**config.mk**
```make
export PLATFORM = sky130hd
export DESIGN_NAME = sprite_physics_mover
export DESIGN_NICKNAME = d
export VERILOG_FILES = /design/src/rtl/sprite_physics_mover.sv
export SDC_FILE = /design/constraint.sdc
export NUM_CORES = 1
export LEC_CHECK = 0
export ABC_CLOCK_PERIOD_IN_PS = 7000
export CAP_MARGIN = 25
export CORE_ASPECT_RATIO = 0.75
export CORE_MARGIN = 4
export CORE_UTILIZATION = 35
export CTS_CLUSTER_DIAMETER = 80
export DETAILED_ROUTE_END_ITERATION = 12
export SLEW_MARGIN = 10
export SYNTH_ARGS = -nofsm -noshare
export SYNTH_HDL_FRONTEND = slang
export SYNTH_SLANG_ARGS = --single-unit
```
**constraint.sdc**
```tcl
create_clock -name clk -period 7 [get_ports clk]
set_input_delay 0.7 -clock clk [delete_from_list [all_inputs] [get_ports clk]]
set_output_delay 0.7 -clock clk [all_outputs]
set_load 0.05 [all_outputs]
```
**src/rtl/sprite_physics_mover.sv**
```systemverilog
// sprite_physics_mover
// Per-sprite motion engine: GROUND/CLIMB/JUMP/FALL state machine, signed
// fixed-point velocity, gravity with a terminal fall speed, and collision
// flags latched across a frame. Everything moves once per startOfFrame.
//
// Ports
//   clk, reset            clock, synchronous active-high reset
//   startOfFrame          one-cycle pulse per frame
//   move_left/right/up/down, jump   key levels
//   collision_with_ground, collision_with_rope, HitEdgeCode[3:0]
//                         per-pixel hits; HitEdgeCode = {left, top, right, bottom}
//   topLeftX, topLeftY    signed pixel position (floor of the fixed-point value)
//   motion_state          GROUND=0, CLIMB=1, JUMP=2, FALL=3 (also the debug view)
//   landed                one-cycle pulse on FALL -> GROUND
//
// Optional build macro: COYOTE_TIME_EN
//   When defined, a jump pressed within COYOTE_FRAMES frames of walking off
//   a ledge still takes off. When undefined, jump is ignored while falling.
module sprite_physics_mover #(
  parameter int INITIAL_X     = 280,
  parameter int INITIAL_Y     = 185,
  parameter int POS_W         = 11,
  parameter int FRAC_BITS     = 6,
  parameter int WALK_SPEED    = 30,
  parameter int AIR_SPEED     = 30,
  parameter int CLIMB_SPEED   = 30,
  parameter int JUMP_SPEED    = 180,
  parameter int GRAVITY       = 12,
  parameter int MAX_FALL      = 240,
  parameter int X_MIN         = 36,
  parameter int X_MAX         = 540,
  parameter int COYOTE_FRAMES = 4
) (
  input  logic                    clk,
  input  logic                    reset,
  input  logic                    startOfFrame,
  input  logic                    move_left,
  input  logic                    move_right,
  input  logic                    move_up,
  input  logic                    move_down,
  input  logic                    jump,
  input  logic                    collision_with_ground,
  input  logic                    collision_with_rope,
  input  logic [3:0]              HitEdgeCode,
  output logic signed [POS_W-1:0] topLeftX,
  output logic signed [POS_W-1:0] topLeftY,
  output logic [1:0]              motion_state,
  output logic                    landed
);

  localparam int W = POS_W + FRAC_BITS + 1;

  localparam logic signed [W-1:0] WALK_V   = W'(WALK_SPEED);
  localparam logic signed [W-1:0] AIR_V    = W'(AIR_SPEED);
  localparam logic signed [W-1:0] CLIMB_V  = W'(CLIMB_SPEED);
  localparam logic signed [W-1:0] JUMP_V   = W'(JUMP_SPEED);
  localparam logic signed [W-1:0] GRAV_V   = W'(GRAVITY);
  localparam logic signed [W-1:0] MAX_V    = W'(MAX_FALL);
  localparam logic signed [W-1:0] X_MIN_FP = W'(X_MIN << FRAC_BITS);
  localparam logic signed [W-1:0] X_MAX_FP = W'(X_MAX << FRAC_BITS);
  localparam logic signed [W-1:0] X_RST_FP = W'(INITIAL_X << FRAC_BITS);
  localparam logic signed [W-1:0] Y_RST_FP = W'(INITIAL_Y << FRAC_BITS);

  typedef enum logic [1:0] {
    ST_GROUND = 2'd0,
    ST_CLIMB  = 2'd1,
    ST_JUMP   = 2'd2,
    ST_FALL   = 2'd3
  } state_t;

  state_t              state_q, state_d;
  logic signed [W-1:0] x_q, x_d, y_q, y_d, vx_q, vx_d, vy_q, vy_d;
  logic                landed_q, landed_d;
  logic gnd_bot_q, gnd_bot_d, gnd_top_q, gnd_top_d;
  logic gnd_left_q, gnd_left_d, gnd_right_q, gnd_right_d, rope_q, rope_d;

  logic signed [W-1:0] vx_n, vy_n, vy_grav, vx_blk, x_cand;
  logic signed [W-1:0] walk_v, air_v, climb_v;
  logic                take_off, snap_y, coyote_ok;

  // Signed speed from an opposing key pair; both or neither gives zero.
  function automatic logic signed [W-1:0] key_vel(input logic neg, input logic pos,
                                                  input logic signed [W-1:0] speed);
    if (pos && !neg)      return speed;
    else if (neg && !pos) return -speed;
    else                  return '0;
  endfunction

  // Collision latches: the frame pulse starts a fresh frame but still keeps
  // whatever is hitting during that same cycle.
  always_comb begin
    gnd_bot_d   = (startOfFrame ? 1'b0 : gnd_bot_q)   | (collision_with_ground & HitEdgeCode[0]);
    gnd_top_d   = (startOfFrame ? 1'b0 : gnd_top_q)   | (collision_with_ground & HitEdgeCode[2]);
    gnd_left_d  = (startOfFrame ? 1'b0 : gnd_left_q)  | (collision_with_ground & HitEdgeCode[3]);
    gnd_right_d = (startOfFrame ? 1'b0 : gnd_right_q) | (collision_with_ground & HitEdgeCode[1]);
    rope_d      = (startOfFrame ? 1'b0 : rope_q)      | (collision_with_rope & (|HitEdgeCode));
  end

`ifdef COYOTE_TIME_EN
  logic [7:0] coyote_q, coyote_d;
  assign coyote_ok = (coyote_q != 8'd0);

  // Armed only by walking off a ledge; a jump apex never arms it.
  always_comb begin
    coyote_d = coyote_q;
    if (startOfFrame) begin
      if (state_q == ST_GROUND && state_d == ST_FALL)     coyote_d = 8'(COYOTE_FRAMES);
      else if (state_d != ST_FALL)                        coyote_d = 8'd0;
      else if (state_q == ST_FALL && coyote_q != 8'd0)    coyote_d = coyote_q - 8'd1;
    end
  end

  always_ff @(posedge clk) begin
    if (reset) coyote_q <= 8'd0;
    else       coyote_q <= coyote_d;
  end
`else
  assign coyote_ok = 1'b0;
`endif

  // Next-state and next-velocity. Inside each state the ground checks come
  // first, then the rope, then a takeoff, then gravity.
  always_comb begin
    state_d  = state_q;
    vx_n     = vx_q;
    vy_n     = vy_q;
    landed_d = 1'b0;
    snap_y   = 1'b0;
    take_off = 1'b0;
    vy_grav  = vy_q + GRAV_V;
    walk_v   = key_vel(move_left, move_right, WALK_V);
    air_v    = key_vel(move_left, move_right, AIR_V);
    climb_v  = key_vel(move_up, move_down, CLIMB_V);
    if (startOfFrame) begin
      unique case (state_q)
        ST_GROUND: begin
          if (!gnd_bot_q) begin
            state_d = ST_FALL; vx_n = air_v; vy_n = '0;
          end else if (rope_q && (move_up ^ move_down)) begin
            state_d = ST_CLIMB; vx_n = '0; vy_n = climb_v;
          end else if (jump) begin
            take_off = 1'b1;
          end else begin
            vx_n = walk_v; vy_n = '0;
          end
        end
        ST_CLIMB: begin
          if (gnd_bot_q && move_down) begin
            state_d = ST_GROUND; vx_n = '0; vy_n = '0;
          end else if (!rope_q) begin
            state_d = ST_FALL; vx_n = '0; vy_n = '0;
          end else if (jump) begin
            take_off = 1'b1;
          end else begin
            vx_n = '0; vy_n = climb_v;
          end
        end
        ST_JUMP: begin
          if (gnd_top_q) begin
            state_d = ST_FALL; vy_n = '0;
          end else if (rope_q && (move_up | move_down)) begin
            state_d = ST_CLIMB; vx_n = '0; vy_n = climb_v;
          end else begin
            vy_n = vy_grav;
            if (!vy_grav[W-1]) state_d = ST_FALL;
          end
        end
        default: begin  // ST_FALL
          if (gnd_bot_q) begin
            state_d = ST_GROUND; vx_n = '0; vy_n = '0; snap_y = 1'b1; landed_d = 1'b1;
          end else if (rope_q && (move_up | move_down)) begin
            state_d = ST_CLIMB; vx_n = '0; vy_n = climb_v;
          end else if (jump && coyote_ok) begin
            take_off = 1'b1;
          end else begin
            vy_n = (vy_grav > MAX_V) ? MAX_V : vy_grav;
          end
        end
      endcase
      if (take_off) begin
        state_d = ST_JUMP; vx_n = air_v; vy_n = -JUMP_V;
      end
    end
  end

  // Side blocking, X clamp and position integration with the new velocity.
  always_comb begin
    vx_blk = vx_n;
    if (gnd_left_q && vx_n[W-1])                     vx_blk = '0;
    if (gnd_right_q && !vx_n[W-1] && vx_n != '0)     vx_blk = '0;
    x_cand = x_q + vx_blk;
    x_d  = x_q;
    y_d  = y_q;
    vx_d = vx_q;
    vy_d = vy_q;
    if (startOfFrame) begin
      vx_d = vx_blk;
      vy_d = vy_n;
      x_d  = x_cand;
      y_d  = y_q + vy_n;
      if (x_cand < X_MIN_FP || x_cand > X_MAX_FP) begin
        x_d = (x_cand < X_MIN_FP) ? X_MIN_FP : X_MAX_FP;
        // On the ground the walk speed survives so the key feel is unchanged.
        if (state_d == ST_JUMP || state_d == ST_FALL) vx_d = '0;
      end
      if (snap_y) y_d[FRAC_BITS-1:0] = '0;
    end
  end

  always_ff @(posedge clk) begin
    if (reset) begin
      state_q     <= ST_FALL;
      x_q         <= X_RST_FP;
      y_q         <= Y_RST_FP;
      vx_q        <= '0;
      vy_q        <= '0;
      landed_q    <= 1'b0;
      gnd_bot_q   <= 1'b0;
      gnd_top_q   <= 1'b0;
      gnd_left_q  <= 1'b0;
      gnd_right_q <= 1'b0;
      rope_q      <= 1'b0;
    end else begin
      state_q     <= state_d;
      x_q         <= x_d;
      y_q         <= y_d;
      vx_q        <= vx_d;
      vy_q        <= vy_d;
      landed_q    <= landed_d;
      gnd_bot_q   <= gnd_bot_d;
      gnd_top_q   <= gnd_top_d;
      gnd_left_q  <= gnd_left_d;
      gnd_right_q <= gnd_right_d;
      rope_q      <= rope_d;
    end
  end

  // Outputs: floor of the fixed-point position is just the integer slice.
  always_comb begin
    topLeftX     = x_q[FRAC_BITS +: POS_W];
    topLeftY     = y_q[FRAC_BITS +: POS_W];
    motion_state = state_q;
    landed       = landed_q;
  end

endmodule

```
# == Yosys cells after proc, flatten, opt, wreduce, memory -nomap -nowiden ==
# Index checks and enable logic that the tools add are counted.
# totals
mem_count,0
mem_bits_rw,0
romBits,0
output_inout_bits,25
latch_bits,0
ff_bits,80
elab_cells,118
# classes
bitwise_logic,12
n_mul,0
div,0
n_eq_ne,4
addsub,3
n_shift,0
mux,64
order_cmp,3
n_reduce_logical,21
# op_table
cell,n
two-way mux 18 bit,33
one-hot mux 18 bit (3 select lines),2
adder 18 bit,2
two-way mux 2 bit,11
adder 18 x 5 -> 18 bit (second input constant),1
> comparator 18 x 17 -> 1 bit (second input constant),1
> comparator 18 x 9 -> 1 bit (second input constant),1
less-than comparator 18 x 13 -> 1 bit (second input constant),1
nonzero test 18 bit,1
two-way mux 16 bit,1
two-way mux 1 bit,14
logical AND 1 bit,10
equality test 2 bit (second input constant),3
two-way mux 6 bit,1
OR 1 bit,6
one-hot mux 2 bit (3 select lines),1
bitwise AND 1 bit,5
zero test 1 bit,5
OR reduction 4 bit,1
OR reduction 3 bit,1
equality test 2 x 1 -> 1 bit (second input constant),1
zero test 2 bit,1
logical OR 1 bit,2
one-hot mux 1 bit (2 select lines),1
XOR 1 bit,1

# == Longest topological paths before layout ==
# depth
word_depth,18
depth_mapped,25
ltp_nobuf,23

# == Worst setup path before layout ==
# OpenSTA, ideal clock, no wires.
# synth_path
path_kind,input to register
from,input port move_up
to,register vx_q[11]
arrival_ns,6.330
setup_ns,0.057
path_stages,24
required_ns,6.943
n_path_buf,2
slack_ns,0.613
path_cell_list,inv_1 > ha_1 > a311oi_1 > a31o_2 > and3_1 > clkbuf_1 > a21oi_1 > mux2_2 > a21boi_1 > inv_1 > and3_1 > ha_1 > fa_1 > a21oi_1 > nor2_1 > o21a_1 > o41a_1 > or3_1 > a211o_1 > o31a_1 > o31ai_4 > and4_1 > buf_4 > a21o_1
# synth_between
elab_chain_cells,16
elab_cells_between_ends,41
classes_between,add/sub: 1; order compare: 2; eq/ne: 2; mux: 25; bitwise: 2; reduce/logical: 9
# synth_lines
item,line_no,source
"start, declared",39,"input logic move_up,"
branches (longest 15 deep; another with adder 18 bit),n/a,
two-way mux 18 bit (*),201,if (x_cand < X_MIN_FP || x_cand > X_MAX_FP) begin
"end signal, assigned",227,vx_q <= vx_d;
"end, declared",72,"logic signed [W-1:0] x_q, x_d, y_q, y_d, vx_q, vx_d, vy_q, vy_d;"
# Every way passes the cells marked *. The select of a mux whose other input is x is not followed.
# A chain may end at the register's enable or synchronous reset.

# == Worst setup path in the final report ==
# layout_path
from,input port move_down
to,register vx_q[15]
# layout_between
elab_chain_cells,16
elab_cells_between_ends,45
classes_between,add/sub: 1; order compare: 2; eq/ne: 2; mux: 28; bitwise: 2; reduce/logical: 10
# layout_lines
item,line_no,source
"start, declared",40,"input logic move_down,"
branches (longest 15 deep; another with adder 18 bit),n/a,
two-way mux 18 bit (*),201,
# Marks and branches as above.

==> results.md <==
- Fmax: roughly 150 MHz
- GPL Wtd Cong: 0.8581
- Least-Margin Pin Slew: between 700 and 800 ps
- Synthesized area: about 5900 µm²
- CTS tree: yes
- Dpl ws: -19.69 ps
- RSZ-0062 raised after global routing: false
- Tot GR Track Use: 0.1673
- Mux cell area share after synthesis: 0.01561
- Layout cells sized above 1: 0.07020
- Clock transition at the registers of the reported paths: 60 ps
- Worst-path fanout max: 15
- Post-synth EDFFs: 0
- Adder-cell share of the synthesized area: 0.09239
- CP Capture Type: flip-flop
- Drc violations: 0
- Placed cells: 949
- Crit-path cells: clkdlybuf4s50_1 -> inv_1 -> ha_1 -> a311oi_2 -> a31o_2 -> and3_1 -> buf_4 -> and4b_1 -> a21boi_1 -> inv_1 -> and3_1 -> ha_1 -> fa_1 -> a21oi_1 -> nor2_1 -> o21a_1 -> o41a_1 -> or3_1 -> a211o_1 -> o31a_1 -> o31ai_4 -> and4_1 -> a21o_1
- Synth Area in Compound Gates: 0.2787
- Routed Antenna Nets: 0
- Dominant synthesized flop cell: dfxtp_1
- Die width: between 150 and 200 µm
- Worst-Skew Late Latency: 350 ps
- Clk buf depth: 2
- Post-synth cell types: 72
- Setup CP Type: primary input to flip-flop
- DR vias: ~5,300
- Gate Count Post-Synth: 744
- DR vias/cell: about 5.5
- Slew Viols, Final: 0
- Slowest cell on crit path: clkdlybuf4s50_1
- VDD IR max: 0.1310 mV
- Min Tclk post-route: approximately 6600 ps
- First-pass GRT wire length: roughly 25,000 µm
- Port Buffer Count: 38
- Per-cell routed wire length: 16.32 µm
- Fin cells: 965
- PostCTS Resize Cnt: 0
- Core Footprint: 16,220 µm²
- Post CTS Setup Buffer Count: 0
- Seq/Total Area, Yosys: 0.2703
- Fraction of the mapped netlist area in simple logic gates: 0.2171
- Largest net degree at the start of global routing: 52
- Final setup fails: 0
- Clk sink count: ~80
- Detailed Route WL: 15,750 µm
- RR Startpoint: motion_state[1]
- Die Ht: 120.0 µm
- Final period util: 0.9480
- Hold_buf cts: 0
- Clk root buf: clkbuf_16
- # diodes: 0
- Hold path startpoint: vx_q[16]
- Vias in the first global route: 4,643
- Status: completed
- Area Overhead vs Synth: 12.81%
- Critical path origin: move_down
- Commonest cells after routing, fill and taps aside: nor2_1 (93), dfxtp_1 (79), a21oi_1 (63)
- Mean Syn Cell Area: 7.864 µm²
- Static leakage: 2.838 nW
- Nets: 806
- Crit-path max cell delay: 520 ps
- Die area: 18,870 µm²
- # rows: 40
- Placed wire-length estimate: ~12,000 µm
- Worst Hold Class: flip-flop to flip-flop
- Largest family of logic cells by synthesized area: compound AO/OA/AOI/OAI gates
- Max Cap Viol: 0
- IO Count: 39
- FF+latch count, synth: 79
- CP required: 7290 ps
- Yosys warning count: 0
- Most common cell after layout, fill and taps aside: nor2_1
- Iter 0 DRT Violations: 445
- Pwr Density: 220.5 nW/µm²
- Initial Util: 0.3608
- CP Data Arrival Time: 6920 ps
- Fillers: 1,680
- Crit path max-delay family: compound AO/OA/AOI/OAI gates
- Buffer and inverter count on the worst path: 4
- Drt pass-1 iters: 5
- Crit start category: primary input
- Final WS setup: 363.9 ps
- Relative slew slack: 0.4754
- Post-synthesis net count: 800
- Power Total: 1.456 mW
- Initial antenna violation count: 0
- Fin Clk Skew: 7.409 ps
- CTS H-tree depth: 3
- CTS buffer count: 9
- Xor/xnor share of the synthesized area: 0.05389
- Grt total ovfl: 0
- FFs w/ async S/R, synth: 0
- Final Hold Vio Count: 0
==> area by class of cell <==
cell class / instances / area (µm²) / area share
clock buffers: 10 / 229.0 / 0.03469
clock inverters: 6 / 61.31 / 0.009289
inverters: 23 / 86.33 / 0.01308
multi-input cells: 579 / 3859 / 0.5846
flip-flops and latches: 79 / 1582 / 0.2396
well taps: 210 / 262.8 / 0.03981
repair buffers: 58 / 520.5 / 0.07886
==> metrics by stage <==
step / cell area [µm²] / util / setup TNS, ps / hold WS [ps]
2_1_floorplan: 5851 / - / 0 / 418.7
3_3_place_gp: 6299 / 0.3884 / 0 / 442.4
3_5_place_dp: 6299 / 0.3884 / -32.88 / 443.4
4_1_cts: 6589 / 0.4063 / 0 / 457.3
5_1_grt: 6600 / 0.4070 / 0 / 494.6
6_report: 6600 / 0.4070 / 0 / 456.0
==> cell usage after synthesis (all sizes together), types with 8 or more instances <==
| cell type | count | share of area |
|---|---|---|
| ha | 40 | 0.086 |
| inv | 23 | 0.015 |
| clkbuf | 32 | 0.021 |
| and3 | 9 | 0.0096 |
| a21o | 27 | 0.035 |
| o21ai | 30 | 0.026 |
| nor3b | 9 | 0.012 |
| nand3 | 21 | 0.018 |
| buf | 31 | 0.037 |
| nor2b | 17 | 0.018 |
| or3 | 8 | 0.0086 |
| nor3 | 13 | 0.013 |
| a31oi | 12 | 0.013 |
| o22ai | 10 | 0.011 |
| o31ai | 10 | 0.015 |
| nor2 | 93 | 0.060 |
| mux2i | 8 | 0.014 |
| a21oi | 63 | 0.054 |
| nand2 | 45 | 0.029 |
| nor4 | 8 | 0.0086 |
| xor2 | 13 | 0.019 |
| xnor2 | 23 | 0.034 |
| dfxtp | 79 | 0.27 |
==> layer usage <==
metal  global-route usage  vias up  wire [µm]
li1                     -     2714          -
met1               0.2728     2424       8724
met2               0.2166      157       5857
met3              0.03821       12       1027
met4              0.03439        0        140
met5                    0        -          0
==> registers in the layout (all words and copies together) (netlist names), 2 cells and up, named ones only <==
signal and cells:
vx_q 18, x_q 18, vy_q 17, y_q 17
motion_state 2
==> path summary, 6_finish.rpt <==
check	endpoint	slack, ps	cells past startpoint
worst max-delay path	vx_q[15]	360	23
worst max register to register	vx_q[15]	970	20
worst min-delay path	vx_q[16]	460	2
worst min register to register	vx_q[16]	460	2
==> tightest hold or removal path, delay by kind of cell (launching register included) <==
| family | cells | cell delay [ps] |
|---|---|---|
| DFF | 1 | 320 |
| AOI/OAI and AO/OA | 1 | 60 |
| and+or+nand+nor | 1 | 40 |
==> power breakdown <==
group          switching (mW)  internal (mW)
logic                   0.273          0.189
registers              0.0397          0.483
clock network           0.195          0.275
total                   0.508          0.948
==> cell families after synthesis <==
group | Yosys count
compound gates | 235
simple gates | 257
flops | 79
buf+inv | 86
fa+ha+maj | 42
xor+xnor | 36
mux | 9
(Power assumes the default switching activity.)
